$ cat src/rtl/mul_div_unit.sv
// mul_div_unit: iterative RV32M multiply/divide execution unit.
//
// Accepts one command while idle, then runs a shift-add multiplier or a
// restoring divider, one bit per cycle. Divide-by-zero and signed overflow
// are resolved at accept time and reach Done one cycle later.
//
// Optional build macro:
//   RAFI_MULDIV_FAST_MUL_EN - multiply-class commands use a combinational
//                             33x33 signed product and finish in one cycle.
//
// Ports:
//   clk             clock, rising edge
//   rstN            asynchronous active-low reset
//   enable          start request, sampled only while ready
//   mulDivType      command: Mul, Mulh, Mulhsu, Mulhu, Div, Divu, Rem, Remu
//   srcIntRegValue1 rs1 (multiplicand / dividend)
//   srcIntRegValue2 rs2 (multiplier / divisor)
//   flush           abort the in-flight operation
//   ready           high in Idle
//   done            one-cycle completion pulse
//   result          final value, held until the next accept
module mul_div_unit #(
  parameter int unsigned XLEN = 32
) (
  input  logic            clk,
  input  logic            rstN,
  input  logic            enable,
  input  logic [2:0]      mulDivType,
  input  logic [XLEN-1:0] srcIntRegValue1,
  input  logic [XLEN-1:0] srcIntRegValue2,
  input  logic            flush,
  output logic            ready,
  output logic            done,
  output logic [XLEN-1:0] result
);

  localparam int unsigned CntW = $clog2(XLEN);

  typedef enum logic [2:0] {
    OpMul    = 3'd0,
    OpMulh   = 3'd1,
    OpMulhsu = 3'd2,
    OpMulhu  = 3'd3,
    OpDiv    = 3'd4,
    OpDivu   = 3'd5,
    OpRem    = 3'd6,
    OpRemu   = 3'd7
  } mulDivOp_e;

  typedef enum logic [1:0] {StIdle, StMul, StDiv, StDone} state_e;

  state_e               stateQ;
  mulDivOp_e            opQ;
  logic [CntW-1:0]      counterQ;
  logic                 negResQ;   // negate product / quotient at the end
  logic                 negRemQ;   // negate remainder (dividend was negative)
  logic [2*XLEN-1:0]    accQ;
  logic [2*XLEN-1:0]    mcandQ;
  logic [XLEN-1:0]      mplrQ;
  logic [XLEN-1:0]      remQ;
  logic [XLEN-1:0]      dvdQ;      // shifts out dividend bits, shifts in quotient bits
  logic [XLEN-1:0]      divisorQ;
  logic [XLEN-1:0]      resultQ;

  // Accept-time decode
  mulDivOp_e       cmd;
  logic            isMulCmd, isRemCmd;
  logic            src1Signed, src2Signed;
  logic            neg1, neg2;
  logic [XLEN-1:0] abs1, abs2;
  logic            divByZero, divOverflow;

  assign cmd        = mulDivOp_e'(mulDivType);
  assign isMulCmd   = ~mulDivType[2];
  assign isRemCmd   = mulDivType[1];
  assign src1Signed = (cmd == OpMulh) || (cmd == OpMulhsu) || (cmd == OpDiv) || (cmd == OpRem);
  assign src2Signed = (cmd == OpMulh) || (cmd == OpDiv) || (cmd == OpRem);
  assign neg1       = src1Signed & srcIntRegValue1[XLEN-1];
  assign neg2       = src2Signed & srcIntRegValue2[XLEN-1];
  // Most-negative value maps to itself, which is the correct unsigned magnitude.
  assign abs1       = neg1 ? -srcIntRegValue1 : srcIntRegValue1;
  assign abs2       = neg2 ? -srcIntRegValue2 : srcIntRegValue2;
  assign divByZero  = (srcIntRegValue2 == '0);
  assign divOverflow = src1Signed && src2Signed &&
                       (srcIntRegValue1 == {1'b1, {(XLEN-1){1'b0}}}) &&
                       (srcIntRegValue2 == '1);

  // Multiply step; the final step also produces the signed result.
  logic [2*XLEN-1:0] accNext, prodFinal;
  logic [XLEN-1:0]   mulResult;

  assign accNext   = accQ + (mplrQ[0] ? mcandQ : '0);
  assign prodFinal = negResQ ? -accNext : accNext;
  assign mulResult = (opQ == OpMul) ? prodFinal[XLEN-1:0] : prodFinal[2*XLEN-1:XLEN];

  // Restoring divide step: 33-bit partial remainder compared with the divisor.
  logic [XLEN:0]   remShift;
  logic            qBit;
  logic [XLEN-1:0] remNext, dvdNext, quotFinal, remFinal, divResult;

  assign remShift  = {remQ, dvdQ[XLEN-1]};
  assign qBit      = (remShift >= {1'b0, divisorQ});
  // When qBit is set the true difference is below the divisor, so it fits XLEN bits.
  assign remNext   = qBit ? (remShift[XLEN-1:0] - divisorQ) : remShift[XLEN-1:0];
  assign dvdNext   = {dvdQ[XLEN-2:0], qBit};
  assign quotFinal = negResQ ? -dvdNext : dvdNext;
  assign remFinal  = negRemQ ? -remNext : remNext;
  assign divResult = opQ[1] ? remFinal : quotFinal;

`ifdef RAFI_MULDIV_FAST_MUL_EN
  logic signed [XLEN:0]     fastA, fastB;
  logic signed [2*XLEN+1:0] fastProd;

  assign fastA    = $signed({neg1, srcIntRegValue1});
  assign fastB    = $signed({neg2, srcIntRegValue2});
  assign fastProd = fastA * fastB;
`endif

  always_ff @(posedge clk or negedge rstN) begin
    if (!rstN) begin
      stateQ   <= StIdle;
      opQ      <= OpMul;
      counterQ <= '0;
      negResQ  <= 1'b0;
      negRemQ  <= 1'b0;
      accQ     <= '0;
      mcandQ   <= '0;
      mplrQ    <= '0;
      remQ     <= '0;
      dvdQ     <= '0;
      divisorQ <= '0;
      resultQ  <= '0;
    end else if (flush) begin
      // Abort wins over everything, including a same-cycle enable.
      stateQ <= StIdle;
    end else begin
      unique case (stateQ)
        StIdle: begin
          if (enable) begin
            opQ      <= cmd;
            counterQ <= CntW'(XLEN - 1);
            negResQ  <= neg1 ^ neg2;
            negRemQ  <= neg1;
            if (isMulCmd) begin
`ifdef RAFI_MULDIV_FAST_MUL_EN
              resultQ <= (cmd == OpMul) ? fastProd[XLEN-1:0] : fastProd[2*XLEN-1:XLEN];
              stateQ  <= StDone;
`else
              accQ   <= '0;
              mcandQ <= {{XLEN{1'b0}}, abs1};
              mplrQ  <= abs2;
              stateQ <= StMul;
`endif
            end else if (divByZero) begin
              resultQ <= isRemCmd ? srcIntRegValue1 : '1;
              stateQ  <= StDone;
            end else if (divOverflow) begin
              resultQ <= isRemCmd ? '0 : srcIntRegValue1;
              stateQ  <= StDone;
            end else begin
              remQ     <= '0;
              dvdQ     <= abs1;
              divisorQ <= abs2;
              stateQ   <= StDiv;
            end
          end
        end
        StMul: begin
          accQ     <= accNext;
          mcandQ   <= mcandQ << 1;
          mplrQ    <= mplrQ >> 1;
          counterQ <= counterQ - CntW'(1);
          if (counterQ == '0) begin
            resultQ <= mulResult;
            stateQ  <= StDone;
          end
        end
        StDiv: begin
          remQ     <= remNext;
          dvdQ     <= dvdNext;
          counterQ <= counterQ - CntW'(1);
          if (counterQ == '0) begin
            resultQ <= divResult;
            stateQ  <= StDone;
          end
        end
        StDone:  stateQ <= StIdle;
        default: stateQ <= StIdle;
      endcase
    end
  end

  assign ready  = (stateQ == StIdle);
  assign done   = (stateQ == StDone);
  assign result = resultQ;

endmodule

$ cat config.mk
export PLATFORM = sky130hd
export DESIGN_NAME = mul_div_unit
export DESIGN_NICKNAME = d
export VERILOG_FILES = /design/src/rtl/mul_div_unit.sv
export SDC_FILE = /design/constraint.sdc
export NUM_CORES = 1
export LEC_CHECK = 0
export CAP_MARGIN = 0
export CORE_MARGIN = 2
export CORE_UTILIZATION = 46
export CTS_BUF_LIST = sky130_fd_sc_hd__clkbuf_8 sky130_fd_sc_hd__clkbuf_16
export DETAILED_ROUTE_END_ITERATION = 12
export HOLD_SLACK_MARGIN = 0.06
export PLACE_DENSITY = 0.69
export SLEW_MARGIN = 5
export SYNTH_ARGS = -nofsm -noshare
export SYNTH_HDL_FRONTEND = slang
export SYNTH_SLANG_ARGS = --single-unit
$ cat constraint.sdc
create_clock -name clk -period 16 [get_ports clk]
set_clock_uncertainty 0.2 [all_clocks]
set_input_delay 2.4 -clock clk [delete_from_list [all_inputs] [get_ports clk]]
set_output_delay 2.4 -clock clk [all_outputs]
set_load 0.02 [all_outputs]
==> results of run 1 <==
worst max-delay path by stage:
stage,slack [ns],endpoint,cells past startpoint,startpoint
final,8.76,result[29],15,srcIntRegValue1[0]
after global routing,8.63,result[23],15,srcIntRegValue1[0]
after CTS,8.95,result[29],15,srcIntRegValue1[0]
after detailed placement,8.36,result[23],15,srcIntRegValue1[0]
after global placement,8.46,result[23],15,srcIntRegValue1[0]
after floorplan,9.69,result[26],25,remQ[9]
layout make-up:
type	instances	area, sq um	share of cell area
Timing Repair Buffer	146	1360	0.0464
Antenna cell	1	2.50	0.0000852
Clock buffer	45	1060	0.0361
Clock inverter	27	214	0.00729
Inverter	85	319	0.0109
Multi-Input combinational cell	2874	17900	0.611
Sequential cell	300	7510	0.256
Tap cell	765	957	0.0326
worst max-delay path, delay by kind of cell:
kind                       cells  cell delay, ns
and+or+nand+nor                6            2.60
buffers and inverters          3            1.02
AOI/OAI and AO/OA              5            1.25
adders and majority gates      1            0.20
cells by family (layout without fill, tap and decap cells):
| logic type | after synthesis | in the layout | share of synthesized area |
|---|---|---|---|
| AO/OA/AOI/OAI | 1108 | 1108 | 0.266 |
| XOR/XNOR | 206 | 206 | 0.0681 |
| adder cells (fa/ha/maj) | 140 | 140 | 0.0635 |
| buffers and inverters | 312 | 303 | 0.0462 |
| flip-flops | 300 | 300 | 0.282 |
| multiplexers | 93 | 93 | 0.0361 |
| other | 0 | 1 | 0 |
| AND/OR/NAND/NOR | 1327 | 1327 | 0.238 |
cell usage after synthesis (all sizes together), types with 26 or more instances:
library cell  instances
o31ai                74
inv                  82
and2                 89
ha                  107
nand4                61
xor2                100
a22o                 38
o21ai               357
xnor2               106
a31oi                26
nand2               487
nor2                322
dfrtp               300
a21oi               307
mux2i                70
maj3                 31
nor3                 96
buf                  44
or4                  27
nand3                53
nor4                 43
or3                  38
clkbuf              183
a211oi               41
o211ai               47
registers in the layout, indices dropped and copies added, names as in the netlist, 2 cells and up:
name      cells
opQ           3
result       32
accQ         64
counterQ      5
mplrQ        32
dvdQ         32
mcandQ       64
remQ         32
divisorQ     32
stateQ        2
per-layer routing:
metal,vias up,GRT usage,share of wire
li1,12600,-,-
met1,13000,0.470,0.44
met2,1295,0.478,0.42
met3,212,0.0508,0.091
met4,4,0.125,0.042
met5,-,0,0.00032
power by group through the flow:
stage / registers, mW / logic (mW) / clock network [mW]
2_1_floorplan: 1.18 / 1.90 / 0
3_3_place_gp: 1.24 / 2.74 / 0
3_5_place_dp: 1.24 / 2.75 / 0
4_1_cts: 1.23 / 2.77 / 0.909
5_1_grt: 1.27 / 3.06 / 0.934
6_report: 1.24 / 2.83 / 0.896
==> flow_summary.ini, run 1 <==
[global_route]
grt_overflow_total = 0
grt_usage = 0.323
grt_start_max_net_pins = 129
antenna_found_initial = 3
first_global_vias = 24300
grt_pass1_wl_mm = 150

[critical_path]
r2r_slack_ns = 9.27
cp_max_fo = 30
startpoint_type = input pin
crit_type = in -> reg
cp-end-kind = flop
path_cells = clkdlybuf4s50_1, inv_1, ha_1, or4b_2, or4_1, or4b_1, o32ai_1, nand3_1, a2111oi_4, buf_4, nand2_1, a21oi_1, nand2_1, a221oi_1, a31oi_1
cp.required_ns = 16.24
cpPeakStageDelay_ns = 0.67
critPathArrivalTime_ns = 7.49
reg2reg_depth = 17
crit_top_cell = nand2_1
crit_path_top_delay_cell = or4b_1
reg2reg_from = mplrQ[0]
r2r-end = result[28]

[timing]
slew_viol_final = 0
fin_ws_ns = 8.76
fin_crit_ns = 7.24
tns_ns = 0
rsz0062_at_grt = false
holdWs_ns = 0.277
finalCritPeriodShare = 0.453
hold_viol_final = 0
setup_viol = 0
tightest_slew_ns = 1.21
slew_headroom = 0.188
fmaxAchievable_mhz = 138

[layout]
drive_gt1_frac = 0.0555
layout_commonest_cell = nand2_1
final_cells = 4243
area_delta_synth_final_pct = 10.3
final_cell_mix = nand2_1, o21ai_0, nor2_1
fill_cells = 5647
fin_area_sq_um = 29400
fin_util = 0.511
nNetsFinal = 3626

[place]
post_dp_cell_area_sq_um = 28100
dp_hpwl_mm = 75.1
numPortBuffers = 104
placed_cells_incl_taps = 4170
pre_cts_slack_ns = 8.36
gp_routability_congestion = 1.01

[worst_hold_path]
holdPathEnd = mplrQ[6]
holdPathStages = 2
min_path_type = reg -> reg
min_from = mplrQ[6]

[floorplanning]
initial_core_util = 0.463
io_pins = 105
dieArea_sq_um = 59800
die_h_um = 244
core_sq_um = 57500
rows = 88
die_w_um = 244

[route]
wl_per_cell_um = 23.3
drtIter0Drc = 3222
drc = 0
drt-pass1-iter-count = 6
wl_mm = 98.7
vias = 27100
viasPerCell = 6.39
ant_nets = 0

[yosys]
yosys.area.top_type = dfrtp_1
synth-edff-count = 0
synth_area_leaders = dfrtp_1, nand2_1, o21ai_0
synth_top_area_frac = 0.282
ys_types = 103
synth_ff_type = dfrtp_1
avgSynthCellArea_sq_um = 7.63
netlist_instances = 3486
syn_nets = 3666
async_flop_share = 1.00
syn_area_sq_um = 26600
ys_seq_area_frac = 0.282
ys_ff_latch = 300
ys_warn_count = 0

[cts]
ctsResizeCount = 0
cts.sinks = 300
htree_levels = 2
clk_pin_slew_ns = 0.06
cts_setup_buffers = 0
holdBufCountCts = 0
clockBufferDepth = 3
cts-root-buf = clkbuf_16
cts_buffers = 39
cts_tree = built
clk_latency_ns = 0.58

[power_and_ir_drop]
power_mw = 4.97
clkPwrFrac = 0.180
power.switching_mw = 2.51
p_per_area_nw_per_um2 = 169
p_sw_frac = 0.505
power.leakage_nw = 12.1
vdd_ir_drop_max_mv = 0.129
power.internal_mw = 2.46
comb_power_share = 0.569
p_seq_frac = 0.250

[flow_run]
cap_violations = 0

[status]
status = finished clean
Note: power is estimated with default switching activity, not from simulation.
==> run 2: changes to the inputs <==
==> constraint.sdc (replaced) <==
create_clock -name clk -period 7 [get_ports clk]
set_clock_uncertainty 0.2 [all_clocks]
set_input_delay 1.05 -clock clk [delete_from_list [all_inputs] [get_ports clk]]
set_output_delay 1.05 -clock clk [all_outputs]
set_load 0.02 [all_outputs]
==> flow_summary.ini, run 2 (synthesis gave the netlist of run 1 again) <==
[route]
wl_per_cell_um = 23.5
drc = 0
viasPerCell = 6.43
vias = 27400
ant_nets = 0
wl_mm = 100
drt-pass1-iter-count = 8
drtIter0Drc = 3040

[floorplanning]
dieArea_sq_um = 59800
die_h_um = 244
die_w_um = 244
core_sq_um = 57500
io_pins = 105
initial_core_util = 0.463
rows = 88

[layout]
fin_util = 0.518
layout_commonest_cell = nand2_1
nNetsFinal = 3644
area_delta_synth_final_pct = 11.8
drive_gt1_frac = 0.0629
final_cells = 4260
fill_cells = 5604
top_regs = accQ (64), mcandQ (64)
final_cell_mix = nand2_1, o21ai_0, nor2_1
multiInputGateArea_sq_um = 17900
regArea_sq_um = 7510
diodes = 0

[timing]
finalCritPeriodShare = 0.900
holdWs_ns = 0.220
tightest_slew_ns = 1.19
tns_ns = 0
fmaxAchievable_mhz = 159
slew_viol_final = 0
fin_crit_ns = 6.30
hold_viol_final = 0
setup_viol = 0
fin_ws_ns = 0.703
slew_headroom = 0.199
rsz0062_at_grt = false

[critical_path]
cp-end-kind = flop
path_cells = ha_1, nor2_1, a211oi_1, o21ai_0, a21oi_1, nor3_2, mux2i_1, ha_1, nand4_1, or4_1, nor4_1, o211ai_1, or2_2, a2111oi_0, nand2_1, or3_1, a22o_1
crit_type = reg -> reg
crit_top_cell = ha_1
cp.required_ns = 7.27
critPathArrivalTime_ns = 6.57
cp_max_fo = 13
reg2reg_depth = 17
crit_path_top_delay_cell = nor3_2
startpoint_type = flop
cpPeakStageDelay_ns = 0.78

[global_route]
antenna_found_initial = 2
grt_usage = 0.326
grt_start_max_net_pins = 109
first_global_vias = 25000
grt_pass1_wl_mm = 151
grt_overflow_total = 0

[worst_hold_path]
min_path_type = in -> async

[cts]
clockBufferDepth = 3
cts.sinks = 300
holdBufCountCts = 0
htree_levels = 2
cts_setup_buffers = 0
ctsResizeCount = 0
cts_tree = built
clk_pin_slew_ns = 0.06
cts_buffers = 39
cts-root-buf = clkbuf_16
clk_latency_ns = 0.59

[power_and_ir_drop]
vdd_ir_drop_max_mv = 0.263
p_per_area_nw_per_um2 = 395
power.leakage_nw = 12.3

[place]
gp_routability_congestion = 1.05
placed_cells_incl_taps = 4188
pre_cts_slack_ns = 0.641
numPortBuffers = 104
dp_hpwl_mm = 76.7

[status]
status = finished clean

[flow_run]
cap_violations = 0
==> run 2: routing by layer <==
metal | share of wire | GRT usage | routed length, um
met4 | 0.051 | 0.153 | 5120
met3 | 0.098 | 0.0629 | 9830
met5 | 0.00029 | 0 | 29
met1 | 0.43 | 0.454 | 42800
met2 | 0.42 | 0.485 | 42400
==> run 2: where the power goes <==
| part | switching (mW) | leakage, nW | internal [mW] | total (mW) |
|---|---|---|---|---|
| sequential | 0.627 | 3.87 | 2.27 | 2.89 |
| clock | 0.873 | 0.759 | 1.52 | 2.39 |
| combinational | 4.29 | 7.67 | 2.19 | 6.48 |
==> run 2: critical path, delay by kind of cell (launching register included) <==
kind            cells  cell delay, ns
compound gates      6            1.63
fa+ha+maj           2            0.68
flops               1            0.43
mux                 1            0.40
simple gates        8            2.83
==> run 2: path summary, 6_finish.rpt <==
check                          from         end  slack [ns]
max                         remQ[1]  result[26]        0.70
min                            rstN    accQ[17]        0.22
max reg2reg                 remQ[1]  result[26]        0.70
min reg2reg                mplrQ[7]    mplrQ[7]        0.28
max in group asynchronous      rstN     negResQ        4.95
min in group clk           mplrQ[7]    mplrQ[7]        0.28
==> run 2: cell type report <==
cell class	instances	share of cell area
Timing Repair Buffer	164	0.0516
Sequential cell	300	0.252
Multi-Input combinational cell	2874	0.603
Tap cell	765	0.0322
Clock buffer	43	0.0350
Inverter	85	0.0107
Clock inverter	29	0.0154
==> run 2: stage by stage <==
stage	power, mW	area (sq um)
floorplan	7.05	26600
global placement	9.14	28300
detailed placement	9.17	28300
CTS	11.6	29800
global route	12.4	29800
finish	11.8	29800
